===== src/rtl/mult_accumulator_pkg.sv =====
// Shared types and default sizes for the product accumulation stage of the MAC path.
package mult_acc_pkg;

  localparam int unsigned DEF_M     = 8;
  localparam int unsigned DEF_N     = 8;
  localparam int unsigned DEF_ACC_W = 20;
  localparam int unsigned DEF_CNT_W = 8;

  typedef enum logic [1:0] {
    IDLE  = 2'd0,
    ACCUM = 2'd1,
    HOLD  = 2'd2
  } state_e;

endpackage


===== src/rtl/mult_accumulator_if.sv =====
// Product-in / sum-out handshake bundle; the accumulator takes the slave side.
interface mult_accumulator_if
  import mult_acc_pkg::*;
#(
  parameter int unsigned P_W   = DEF_M + DEF_N,
  parameter int unsigned ACC_W = DEF_ACC_W,
  parameter int unsigned CNT_W = DEF_CNT_W
);
  logic             in_valid;
  logic             in_ready;
  logic [P_W-1:0]   in_p;
  logic             in_last;
  logic             acc_clr;
  logic             out_valid;
  logic             out_ready;
  logic [ACC_W-1:0] out_acc;
  logic [CNT_W-1:0] out_cnt;
  logic             out_ovf;

  modport master (
    output in_valid, in_p, in_last, acc_clr, out_ready,
    input  in_ready, out_valid, out_acc, out_cnt, out_ovf
  );

  modport slave (
    input  in_valid, in_p, in_last, acc_clr, out_ready,
    output in_ready, out_valid, out_acc, out_cnt, out_ovf
  );
endinterface


===== src/rtl/mult_accumulator_rca.sv =====
// Plain ripple-carry adder; carry-out is exposed for overflow detection.
module RippleCarryAdder #(
  parameter int unsigned WIDTH = 20
) (
  input  logic [WIDTH-1:0] A,
  input  logic [WIDTH-1:0] B,
  input  logic             Cin,
  output logic [WIDTH-1:0] Sum,
  output logic             Cout
);
  always_comb begin
    logic c;
    c   = Cin;
    Sum = '0;
    for (int unsigned i = 0; i < WIDTH; i++) begin
      Sum[i] = A[i] ^ B[i] ^ c;
      c      = (A[i] & B[i]) | (c & (A[i] ^ B[i]));
    end
    Cout = c;
  end
endmodule


===== src/rtl/mult_accumulator.sv =====
// Sums groups of multiplier products closed by a last marker and holds each
// result, with term count and sticky overflow, until the consumer takes it.
module mult_accumulator
  import mult_acc_pkg::*;
#(
  parameter int unsigned M     = DEF_M,
  parameter int unsigned N     = DEF_N,
  parameter int unsigned ACC_W = DEF_ACC_W,
  parameter int unsigned CNT_W = DEF_CNT_W
) (
  input logic              clk,
  input logic              reset,
  mult_accumulator_if.slave bus
);
  if (ACC_W < M + N) begin : g_width_check
    $error("mult_accumulator: ACC_W must be at least M+N");
  end

  state_e           state_q, state_d;
  logic [ACC_W-1:0] acc_q, acc_d;
  logic [CNT_W-1:0] cnt_q, cnt_d;
  logic             ovf_q, ovf_d;
  logic [ACC_W-1:0] oacc_q, oacc_d;
  logic [CNT_W-1:0] ocnt_q, ocnt_d;
  logic             oovf_q, oovf_d;

  logic [ACC_W-1:0] add_a, add_b, sum;
  logic             carry;
  logic [CNT_W-1:0] base_cnt, cnt_next;
  logic             base_ovf, beat;

  // A clear coinciding with a beat restarts the group with that beat as term one.
  assign add_a    = bus.acc_clr ? '0 : acc_q;
  assign add_b    = ACC_W'(bus.in_p);
  assign base_cnt = bus.acc_clr ? '0 : cnt_q;
  assign base_ovf = bus.acc_clr ? 1'b0 : ovf_q;
  assign cnt_next = (base_cnt == '1) ? base_cnt : base_cnt + CNT_W'(1);
  assign beat     = bus.in_valid && (state_q != HOLD);

  RippleCarryAdder #(.WIDTH(ACC_W)) u_adder (
    .A   (add_a),
    .B   (add_b),
    .Cin (1'b0),
    .Sum (sum),
    .Cout(carry)
  );

  always_comb begin
    state_d = state_q;
    acc_d   = acc_q;
    cnt_d   = cnt_q;
    ovf_d   = ovf_q;
    oacc_d  = oacc_q;
    ocnt_d  = ocnt_q;
    oovf_d  = oovf_q;
    case (state_q)
      IDLE, ACCUM: begin
        if (beat) begin
          if (bus.in_last) begin
            oacc_d  = sum;
            ocnt_d  = cnt_next;
            oovf_d  = base_ovf | carry;
            acc_d   = '0;
            cnt_d   = '0;
            ovf_d   = 1'b0;
            state_d = HOLD;
          end else begin
            acc_d   = sum;
            cnt_d   = cnt_next;
            ovf_d   = base_ovf | carry;
            state_d = ACCUM;
          end
        end else if (bus.acc_clr) begin
          acc_d   = '0;
          cnt_d   = '0;
          ovf_d   = 1'b0;
          state_d = IDLE;
        end
      end
      HOLD: begin
        if (bus.out_ready) state_d = IDLE;
      end
      default: state_d = IDLE;
    endcase
  end

  always_ff @(posedge clk) begin
    if (reset) begin
      state_q <= IDLE;
      acc_q   <= '0;
      cnt_q   <= '0;
      ovf_q   <= 1'b0;
      oacc_q  <= '0;
      ocnt_q  <= '0;
      oovf_q  <= 1'b0;
    end else begin
      state_q <= state_d;
      acc_q   <= acc_d;
      cnt_q   <= cnt_d;
      ovf_q   <= ovf_d;
      oacc_q  <= oacc_d;
      ocnt_q  <= ocnt_d;
      oovf_q  <= oovf_d;
    end
  end

  assign bus.in_ready  = (state_q != HOLD);
  assign bus.out_valid = (state_q == HOLD);
  assign bus.out_acc   = oacc_q;
  assign bus.out_cnt   = ocnt_q;
  assign bus.out_ovf   = oovf_q;
endmodule


===== src/flat_wrapper.sv =====
// flat-port wrapper written by rule: the top's interface ports become plain ports
module mult_accumulator_flat import mult_acc_pkg::*;
#(
  parameter int unsigned M     = DEF_M,
  parameter int unsigned N     = DEF_N,
  parameter int unsigned ACC_W = DEF_ACC_W,
  parameter int unsigned CNT_W = DEF_CNT_W
)
  (clk, reset, bus_in_valid, bus_in_p, bus_in_last, bus_acc_clr, bus_out_ready, bus_in_ready, bus_out_valid, bus_out_acc, bus_out_cnt, bus_out_ovf);
  mult_accumulator_if #(.P_W(16), .ACC_W(ACC_W), .CNT_W(CNT_W)) bus_i ();
  input logic clk;
  input logic reset;
  input wire logic [$bits(bus_i.in_valid)-1:0] bus_in_valid;
  input wire logic [$bits(bus_i.in_p)-1:0] bus_in_p;
  input wire logic [$bits(bus_i.in_last)-1:0] bus_in_last;
  input wire logic [$bits(bus_i.acc_clr)-1:0] bus_acc_clr;
  input wire logic [$bits(bus_i.out_ready)-1:0] bus_out_ready;
  output wire logic [$bits(bus_i.in_ready)-1:0] bus_in_ready;
  output wire logic [$bits(bus_i.out_valid)-1:0] bus_out_valid;
  output wire logic [$bits(bus_i.out_acc)-1:0] bus_out_acc;
  output wire logic [$bits(bus_i.out_cnt)-1:0] bus_out_cnt;
  output wire logic [$bits(bus_i.out_ovf)-1:0] bus_out_ovf;
  assign bus_i.in_valid = bus_in_valid;
  assign bus_i.in_p = bus_in_p;
  assign bus_i.in_last = bus_in_last;
  assign bus_i.acc_clr = bus_acc_clr;
  assign bus_i.out_ready = bus_out_ready;
  assign bus_in_ready = bus_i.in_ready;
  assign bus_out_valid = bus_i.out_valid;
  assign bus_out_acc = bus_i.out_acc;
  assign bus_out_cnt = bus_i.out_cnt;
  assign bus_out_ovf = bus_i.out_ovf;
  mult_accumulator #(.M(M), .N(N), .ACC_W(ACC_W), .CNT_W(CNT_W)) u_core (.clk(clk), .reset(reset), .bus(bus_i));
endmodule

===== config.mk =====
export PLATFORM = sky130hd
export DESIGN_NAME = mult_accumulator_flat
export DESIGN_NICKNAME = d
export VERILOG_FILES = /design/src/rtl/mult_accumulator_pkg.sv /design/src/rtl/mult_accumulator_if.sv /design/src/rtl/mult_accumulator_rca.sv /design/src/rtl/mult_accumulator.sv /design/src/flat_wrapper.sv
export SDC_FILE = /design/constraint.sdc
export NUM_CORES = 1
export LEC_CHECK = 0
export CORE_MARGIN = 2
export CORE_UTILIZATION = 25
export DETAILED_ROUTE_END_ITERATION = 10
export SETUP_SLACK_MARGIN = 0.02
export SYNTH_ARGS = -nofsm -noshare
export SYNTH_HDL_FRONTEND = slang
export SYNTH_SLANG_ARGS = --single-unit
export TNS_END_PERCENT = 20

===== constraint.sdc =====
create_clock -name clk -period 10.4 [get_ports clk]
set_input_delay 2.08 -clock clk [delete_from_list [all_inputs] [get_ports clk]]
set_output_delay 2.08 -clock clk [all_outputs]
set_load 0.02 [all_outputs]

* Yosys cells after proc, flatten, opt, wreduce, memory -nomap -nowiden
Cells that the tools add are included.
Cells by class: multiplexer cells 15, bitwise logic cells 86, reduce and logical (&&, ||, !) cells 5, equal/unequal tests 6, add/sub/neg operators 1
Operators by type and width (number):
- two-way mux 20 bit | 3
- AND 1 bit | 35
- XOR 1 bit | 35
- two-way mux 8 bit | 4
- OR 1 bit | 16
- adder 8 x 1 -> 8 bit (second input constant) | 1
- == test 8 bit (second input constant) | 1
- two-way mux 2 bit | 4
- != test 2 bit (second input constant) | 2
- case mux 2 bit (2 select lines) | 1
- two-way mux 1 bit | 3
- != test 3 x 2 -> 1 bit (second input constant) | 1
- AND reduction 3 bit | 1
- == test 2 x 1 -> 1 bit (second input constant) | 1
- == test 2 bit (second input constant) | 1
- zero test 2 bit | 1
- AND reduction 2 bit | 1
- OR reduction 2 bit | 1
- logical AND 1 bit | 1
Word-level totals: logic and storage cells 120, input port bits 22, flip-flop bits (word level) 60

* Longest topological paths before layout
Gate-level depths: netlist (run 1).
depth after elaboration 39, depth in mapped cells 28, depth with buffers taken out 27

* By module
Synthesis (run 1) repeated with hierarchy kept, for this count alone.
Unflattened totals: cells, all modules 319, area total of the unflattened synthesis 2875.3 µm²
Modules (own cells, without submodules):
- mult_accumulator | area each 2437.3 µm², instances 1, sequential area each 1201.2 µm², cells an instance 289
- RippleCarryAdder | area each 437.9 µm², instances 1, sequential area each 0.0 µm², cells an instance 30

* Worst setup path before layout (run 1)
No wires, ideal clock.
path type input to register, from input bus_acc_clr, to register u_core.ovf_q, path slack 1.065 ns, data arrival time 9.270 ns, cell stages on the path 28, data required time 10.335 ns, path through inv_1 > clkbuf_1 > clkbuf_1 > nand2_1 > fa_1 > fa_1 > fa_1 > fa_1 > fa_1 > fa_1 > fa_1 > fa_1 > fa_1 > fa_1 > fa_1 > fa_1 > fa_1 > fa_1 > inv_1 > fa_1 > ha_1 > ha_1 > ha_1 > ha_1 > nand2_1 > a211oi_1 > a21oi_1 > nor2_1
Between the ends: cells in the longest elaborated chain, start to end 39, elaborated cells on any way between the ends 70, those cells by class mux: 4; bitwise: 66
Ends and longest elaborated chain:
- from (decl) | RTL line flat_wrapper.sv:16 | input wire logic [$bits(bus_i.acc_clr)-1:0] bus_acc_clr;
- two-way mux 20 bit
- AND 1 bit / XOR 1 bit (equally long branches) | RTL line mult_accumulator_rca.sv:17 | c = (A[i] & B[i]) | (c & (A[i] ^ B[i]));
- AND 1 bit | RTL line mult_accumulator_rca.sv:17
- OR 1 bit | RTL line mult_accumulator_rca.sv:17
- AND 1 bit | RTL line mult_accumulator_rca.sv:17
- OR 1 bit | RTL line mult_accumulator_rca.sv:17
- AND 1 bit | RTL line mult_accumulator_rca.sv:17
- OR 1 bit | RTL line mult_accumulator_rca.sv:17
- [... 20 more ...]
- AND 1 bit | RTL line mult_accumulator_rca.sv:17
- OR 1 bit | RTL line mult_accumulator_rca.sv:17
- AND 1 bit | RTL line mult_accumulator_rca.sv:17
- OR 1 bit | RTL line mult_accumulator_rca.sv:17
- AND 1 bit (4 in series) | RTL line mult_accumulator_rca.sv:17
- OR 1 bit | RTL line mult_accumulator.sv:70 | ovf_d = base_ovf | carry;
- two-way mux 1 bit | RTL line mult_accumulator.sv:59 | if (bus.in_last) begin
- two-way mux 1 bit * | RTL line mult_accumulator.sv:58 | if (beat) begin
- to (signal assigned) | RTL line mult_accumulator.sv:100 | ovf_q <= ovf_d;
- to (decl) | RTL line mult_accumulator.sv:22 | logic ovf_q, ovf_d;
Every way passes the cells marked *; elsewhere a longest branch is shown, timed or not. A chain may end at the register's enable or synchronous reset.

* Worst setup path after layout (run 1)
Same ends and word-level chain as after synthesis.

==> summary.txt, run 1 <==
Placed design
  • Worst slack at placement: 0.624 ns
  • Placed Cells: 522
  • GP Congestion: 0.811
  • Post-DP HPWL: 5050 um
  • # port buffers: 52
  • Placed instance area: 3550 um2

Detailed routing
  • Routed len/inst: 13.5 um
  • DRT Pass-1 Iters: 4
  • WL final: 7290 um
  • Via Count: 2506
  • 1st-iter DRT viols: 133
  • DRC violations left: 0
  • Via density per instance: 4.66
  • Routed Antenna Nets: 0

Synth
  • YS warnings: 0
  • Mapped cell area: 2920 um2
  • Number of synthesized flops with an enable pin: 0
  • Synth Area in Compound Gates: 17.6%
  • Synth Area per Inst: 8.46 um2
  • Post-synthesis sequential area ratio: 41.2%
  • Largest family of logic cells by synthesized area: simple AND/OR/NAND/NOR gates
  • Simple-gate share of the synthesized area: 21.5%
  • Xor/xnor share of the synthesized area: 0%
  • Async SR Flop Fraction: 0%
  • Adder-cell area share of the yosys netlist: 12.9%
  • Gate Count Post-Synth: 345
  • Top FF cell, synth: dfxtp_1
  • Multiplexer area fraction after synthesis: 0.686%
  • Syn_nets: 388
  • Synthesis-stage register bit count: 60
  • Distinct cell type count after synthesis: 37

Timing
  • Unrepaired setup endpoints after global routing: no
  • Final Max Slew Viols: 0
  • Final hold slack: 0.470 ns
  • Fmax: 0.105 GHz
  • Setup TNS: 0 ns
  • Final period utilization: 91.2%
  • Slew @ Worst Pin: 1.07 ns
  • Endpoints failing setup: 0
  • Slew margin rel.: 28.9%
  • Clock skew: 0.00486 ns
  • Fin crit period: 9.49 ns
  • Fin. Hold Viols: 0
  • Final setup margin: 0.912 ns

Cells and area
  • Syn-to-layout area delta: 33.4%
  • # diodes: 0
  • Share of cells above drive strength 1: 6.08%
  • Fill count: 1194
  • Nets: 433
  • Final Util: 34.1%
  • Cell area after layout: 3890 um2
  • Non-Filler Instances: 538

Global routing
  • Vias in the first global route: 2510
  • Initial antenna violation count: 0
  • Tot GR Track Use: 12.3%
  • Met1 Use GR: 16.9%
  • Global route hottest layer: met2
  • Grt total ovfl: 0
  • First-pass GRT wire length: 12400 um
  • Met3 Track Usage GR: 3.29%
  • Largest net degree at the start of global routing: 60
  • GRT met2 Usage: 18.3%

Power and ir drop
  • Maximum VDD drop: 0.0807 mV
  • Tot Pwr: 0.660 mW
  • LEAKAGE: 1.43 nW
  • Cell area power density: 170 nW/um2

Floorplanning
  • Starting Density: 25.6%
  • Site Rows: 39
  • Die X: 112 um
  • Die H: 112 um
  • CORE AREA: 11400 um2
  • I/O pin count: 53
  • Die area: 12600 um2

CTS
  • Number of setup buffers added after CTS: 0
  • H-tree levels: 3
  • Clk Latency, worst-skew pair: 0.33 ns
  • Clock Pin Slew Worst Setup and Hold Paths: 0.05 ns
  • Clock tree buffer depth: 2
  • Clk sinks: 60
  • Post_cts resized: 0
  • CTS root buf: clkbuf_16
  • CTS tree: done
  • Cts hold-fix bufs: 0
  • Total CTS buffers: 9

Critical path
  • Worst EP arrival: 9.75 ns
  • CP startpoint kind: input pin
  • Data required time at the worst endpoint: 10.66 ns
  • Critical setup path kind: input pin to flip-flop
  • Reg2reg start: u_core.acc_q[0]
  • Critical path capture point type: flip-flop
  • Critical Path Source: bus_acc_clr
  • Worst-path fanout max: 3

Outcome
  • Status: finished, final reports clean

Run
  • Max-Cap Viols: 0

Min path
  • Hold Crit Start: u_core.bus.out_cnt[2]
  • HP Class: flip-flop to flip-flop
[area by class of cell]
type	instances	area, um2	share of cell area, %
flip-flops and latches	60	1200	30.9
clock buffers	9	225	5.79
inverters	23	86.3	2.22
multi-input cells	240	1540	39.6
clock inverters	7	115	2.96
repair buffers	56	546	14.0
well taps	143	179	4.60
[sequential cells by signal, summed over array words and instances, names as in the netlist]
name / cells
u_core.cnt_q: 8
u_core.bus.out_acc: 20
u_core.acc_q: 20
u_core.state_q: 2
u_core.bus.out_cnt: 8
u_core.ovf_q: 1
u_core.bus.out_ovf: 1
[layer usage]
layer  part of all wire, %  wire, um  vias up
li1                      -         -     1248
met1                    50      3620     1181
met2                    44      3180       62
met3                   4.1       302       15
met4                   2.5       181        0
met5                     0         0        -
[critical path: stages]
cell	delay [ns]
clkdlybuf4s50_1	0.49
nor2b_1	0.15
ha_1	0.15
inv_1	0.04
fa_1	0.38
fa_1	0.41
fa_1	0.39
fa_1	0.42
fa_1	0.40
fa_1	0.41
fa_1	0.41
fa_1	0.40
fa_1	0.40
fa_1	0.39
fa_1	0.39
fa_1	0.39
fa_1	0.39
fa_1	0.38
inv_1	0.08
fa_1	0.16
ha_1	0.15
ha_1	0.15
ha_1	0.14
ha_1	0.16
nand2_1	0.05
a211oi_1	0.24
a21oi_1	0.06
nor2_1	0.09
[logic make-up (layout without fill, tap and decap cells)]
logic type / after synthesis / in the layout
adders and majority gates: 21 / 21
DFF: 60 / 60
and+or+nand+nor: 137 / 137
AOI/OAI and AO/OA: 80 / 80
muxes: 2 / 2
buffers and inverters: 45 / 95
[worst paths after layout]
check | end | slack [ns] | cells past startpoint
max | u_core.ovf_q | 0.91 | 28
min | u_core.bus.out_cnt[2] | 0.47 | 2
max reg2reg | u_core.ovf_q | 2.86 | 27
min reg2reg | u_core.bus.out_cnt[2] | 0.47 | 2
[cell usage in the layout, fill, tap and decap left out, drive strengths merged, types with 2 or more instances in the layout]
master,n
ha,6
nor2,57
dfxtp,60
nand2b,6
clkbuf,9
clkinvlp,2
nand3,6
nand3b,5
nor2b,11
a211oi,19
mux2i,2
o21ai,11
a31oi,2
a22oi,6
clkdlybuf4s50,51
bufinv,3
or3,4
o41ai,2
inv,23
o211ai,3
buf,5
clkinv,2
fa,15
a21oi,29
o21bai,2
nand2,41
[where the power goes]
| group | switching, mW | internal [mW] |
|---|---|---|
| Sequential | 0.00588 | 0.239 |
| Clock | 0.109 | 0.233 |
| Combinational | 0.0411 | 0.0320 |
| Total | 0.156 | 0.504 |
[synth_stat cells (all sizes together) (2+ instances only)]
| master | count | area (um2) |
|---|---|---|
| dfxtp | 60 | 1200 |
| nor2 | 57 | 214 |
| nand2 | 41 | 154 |
| a21oi | 29 | 145 |
| inv | 23 | 86.3 |
| a211oi | 19 | 143 |
| fa | 15 | 300 |
| clkbuf | 14 | 52.6 |
| nor2b | 11 | 68.8 |
| o21ai | 11 | 55.1 |
| buf | 8 | 40.0 |
| a22oi | 6 | 45.0 |
| ha | 6 | 75.1 |
| nand2b | 6 | 37.5 |
| nand3 | 6 | 35.0 |
| nand3b | 5 | 37.5 |
| or3 | 4 | 25.0 |
| o211ai | 3 | 22.5 |
| a31oi | 2 | 12.5 |
| mux2i | 2 | 20.0 |
| o21bai | 2 | 15.0 |
| o41ai | 2 | 25.0 |
No activity file was read; power rests on OpenSTA's default activity.
==> run 2, diff against run 1 <==
--- a/config.mk
+++ b/config.mk
@@ -7,7 +7,9 @@
 export LEC_CHECK = 0
 export CORE_MARGIN = 2
 export CORE_UTILIZATION = 25
+export CTS_CLUSTER_SIZE = 14
 export DETAILED_ROUTE_END_ITERATION = 10
+export GPL_TIMING_DRIVEN = 0
 export SETUP_SLACK_MARGIN = 0.02
 export SYNTH_ARGS = -nofsm -noshare
 export SYNTH_HDL_FRONTEND = slang
==> summary.txt, run 2 (synthesized netlist as in run 1, its figures left out) <==
Critical path
  • Register-to-Register Path Depth: 27
  • Data required time at the worst endpoint: 10.66 ns
  • Critical-path top delay cell: clkdlybuf4s50_1
  • CP max stage delay: 0.57 ns
  • Critical setup path kind: input pin to flip-flop
  • Cell mode on critical path: fa_1
  • Critical path capture point type: flip-flop
  • CP startpoint kind: input pin
  • Worst-path fanout max: 10
  • Worst EP arrival: 10.30 ns

Floorplanning
  • Die area: 12600 um2
  • CORE AREA: 11400 um2
  • Starting Density: 25.6%
  • Die X: 112 um
  • Site Rows: 39
  • I/O pin count: 53
  • Die H: 112 um

Cells and area
  • Syn-to-layout area delta: 34.4%
  • Commonest non-fill, non-tap cell in the layout: dfxtp_1
  • Cell area after layout: 3920 um2
  • Most frequent cells in the layout: dfxtp_1 (60), nor2_1 (57), clkdlybuf4s50_1 (52), nand2_1 (41), a21oi_1 (29)
  • Nets: 450
  • # diodes: 0
  • Share of cells above drive strength 1: 6.33%

Power and ir drop
  • Pint: 0.469 mW
  • Clock share of power: 48.3%
  • Sequential share of power: 39.5%
  • Cell area power density: 158 nW/um2
  • Maximum VDD drop: 0.0658 mV
  • Comb pwr share: 12.2%
  • Sw Ratio: 24.1%
  • LEAKAGE: 1.44 nW
  • Psw: 0.149 mW

Global routing
  • Grt total ovfl: 0
  • Vias in the first global route: 2552
  • Largest net degree at the start of global routing: 11
  • Tot GR Track Use: 12.4%
  • Initial antenna violation count: 0
  • First-pass GRT wire length: 12500 um

Placed design
  • Placed instance area: 3620 um2
  • Worst slack at placement: -0.369 ns
  • GP Congestion: 0.831
  • # port buffers: 52
  • Post-DP HPWL: 5550 um

Timing
  • Fmax: 0.0996 GHz
  • Fin crit period: 10.04 ns
  • Setup TNS: 0 ns
  • Final period utilization: 96.5%
  • Slew margin rel.: 56.1%
  • Clock skew: 0.00690 ns
  • Unrepaired setup endpoints after global routing: no
  • Final setup margin: 0.363 ns
  • Slew @ Worst Pin: 0.654 ns
  • Fin. Hold Viols: 0
  • Final Max Slew Viols: 0
  • Endpoints failing setup: 0

Detailed routing
  • DRC violations left: 0
  • Routed Antenna Nets: 0
  • Routed len/inst: 13.4 um
  • Via density per instance: 4.61
  • DRT Pass-1 Iters: 4
  • WL final: 7410 um
  • 1st-iter DRT viols: 101
  • Via Count: 2555

CTS
  • Total CTS buffers: 9
  • CTS root buf: clkbuf_16
  • Clk sinks: 60
  • Clock tree buffer depth: 2
  • H-tree levels: 3
  • CTS tree: done
  • Number of setup buffers added after CTS: 0
  • Cts hold-fix bufs: 0
  • Clock Pin Slew Worst Setup and Hold Paths: 0.05 ns
  • Clk Latency, worst-skew pair: 0.33 ns

Run
  • Max-Cap Viols: 0

Min path
  • HP Class: flip-flop to flip-flop
  • Hold path depth: 2

Outcome
  • Status: finished, final reports clean
## run 2: cell types whose count changed in the layout (fill, tap and decap cells not counted), moves of 2 or more
cell	delta
buf_4	-4
buf_2	+7
clkbuf_1	+13
bufinv_16	-2
clkinv_2	-2
clkbuf_8	+2
## run 2: layer usage
layer / track usage (%) / vias up / routed length [um]
met5: 0 / - / 0
met4: 4.15 / 0 / 103
met3: 3.40 / 10 / 359
met2: 19.8 / 56 / 3480
met1: 16.3 / 1199 / 3460
li1: - / 1290 / -
## run 2: path summary, 6_finish.rpt
path,from,to,slack [ns]
min reg2reg,u_core.bus.out_cnt[2],u_core.bus.out_cnt[2],0.46
max reg2reg,u_core.acc_q[0],u_core.ovf_q,2.74
min,u_core.bus.out_cnt[2],u_core.bus.out_cnt[2],0.46
max,bus_acc_clr,u_core.ovf_q,0.36
## run 2: layout make-up
| type | count | area, um2 |
|---|---|---|
| sequential | 60 | 1200 |
| inverter | 23 | 90.1 |
| fill | 1213 | 7500 |
| clock inverter | 3 | 46.3 |
| timing repair buffer | 52 | 520 |
| tap | 143 | 179 |
| multi-input combinational | 240 | 1540 |
| clock buffer | 12 | 256 |
| buffer | 21 | 90.1 |
## run 2: power by group through the flow
stage	logic, mW	registers [mW]	clock network [mW]
floorplan	0.0367	0.255	0
global placement	0.0753	0.249	0
detailed placement	0.0763	0.249	0
CTS	0.0765	0.244	0.302
global route	0.0838	0.245	0.315
finish	0.0753	0.244	0.299
## run 2: metrics by stage
step	hold slack, ns	power, mW	cells	util (%)
floorplan	0.454	0.292	345	-
global placement	0.455	0.324	540	31.7
global route	0.474	0.644	554	34.3
finish	0.462	0.618	554	34.3
detailed placement	0.449	0.325	540	31.7
CTS	0.460	0.623	555	34.3
## run 2: worst max-delay path: cells and delay by family
kind                       cells  cell delay (ns)
adders and majority gates     20             6.52
AOI/OAI and AO/OA              2             0.29
buffers and inverters          4             1.07
and+or+nand+nor                3             0.33
## run 2: repair_timing
action                     CTS  global route
pin swaps                    0             0
resized for setup            1             1
setup endpoints to repair    3             5
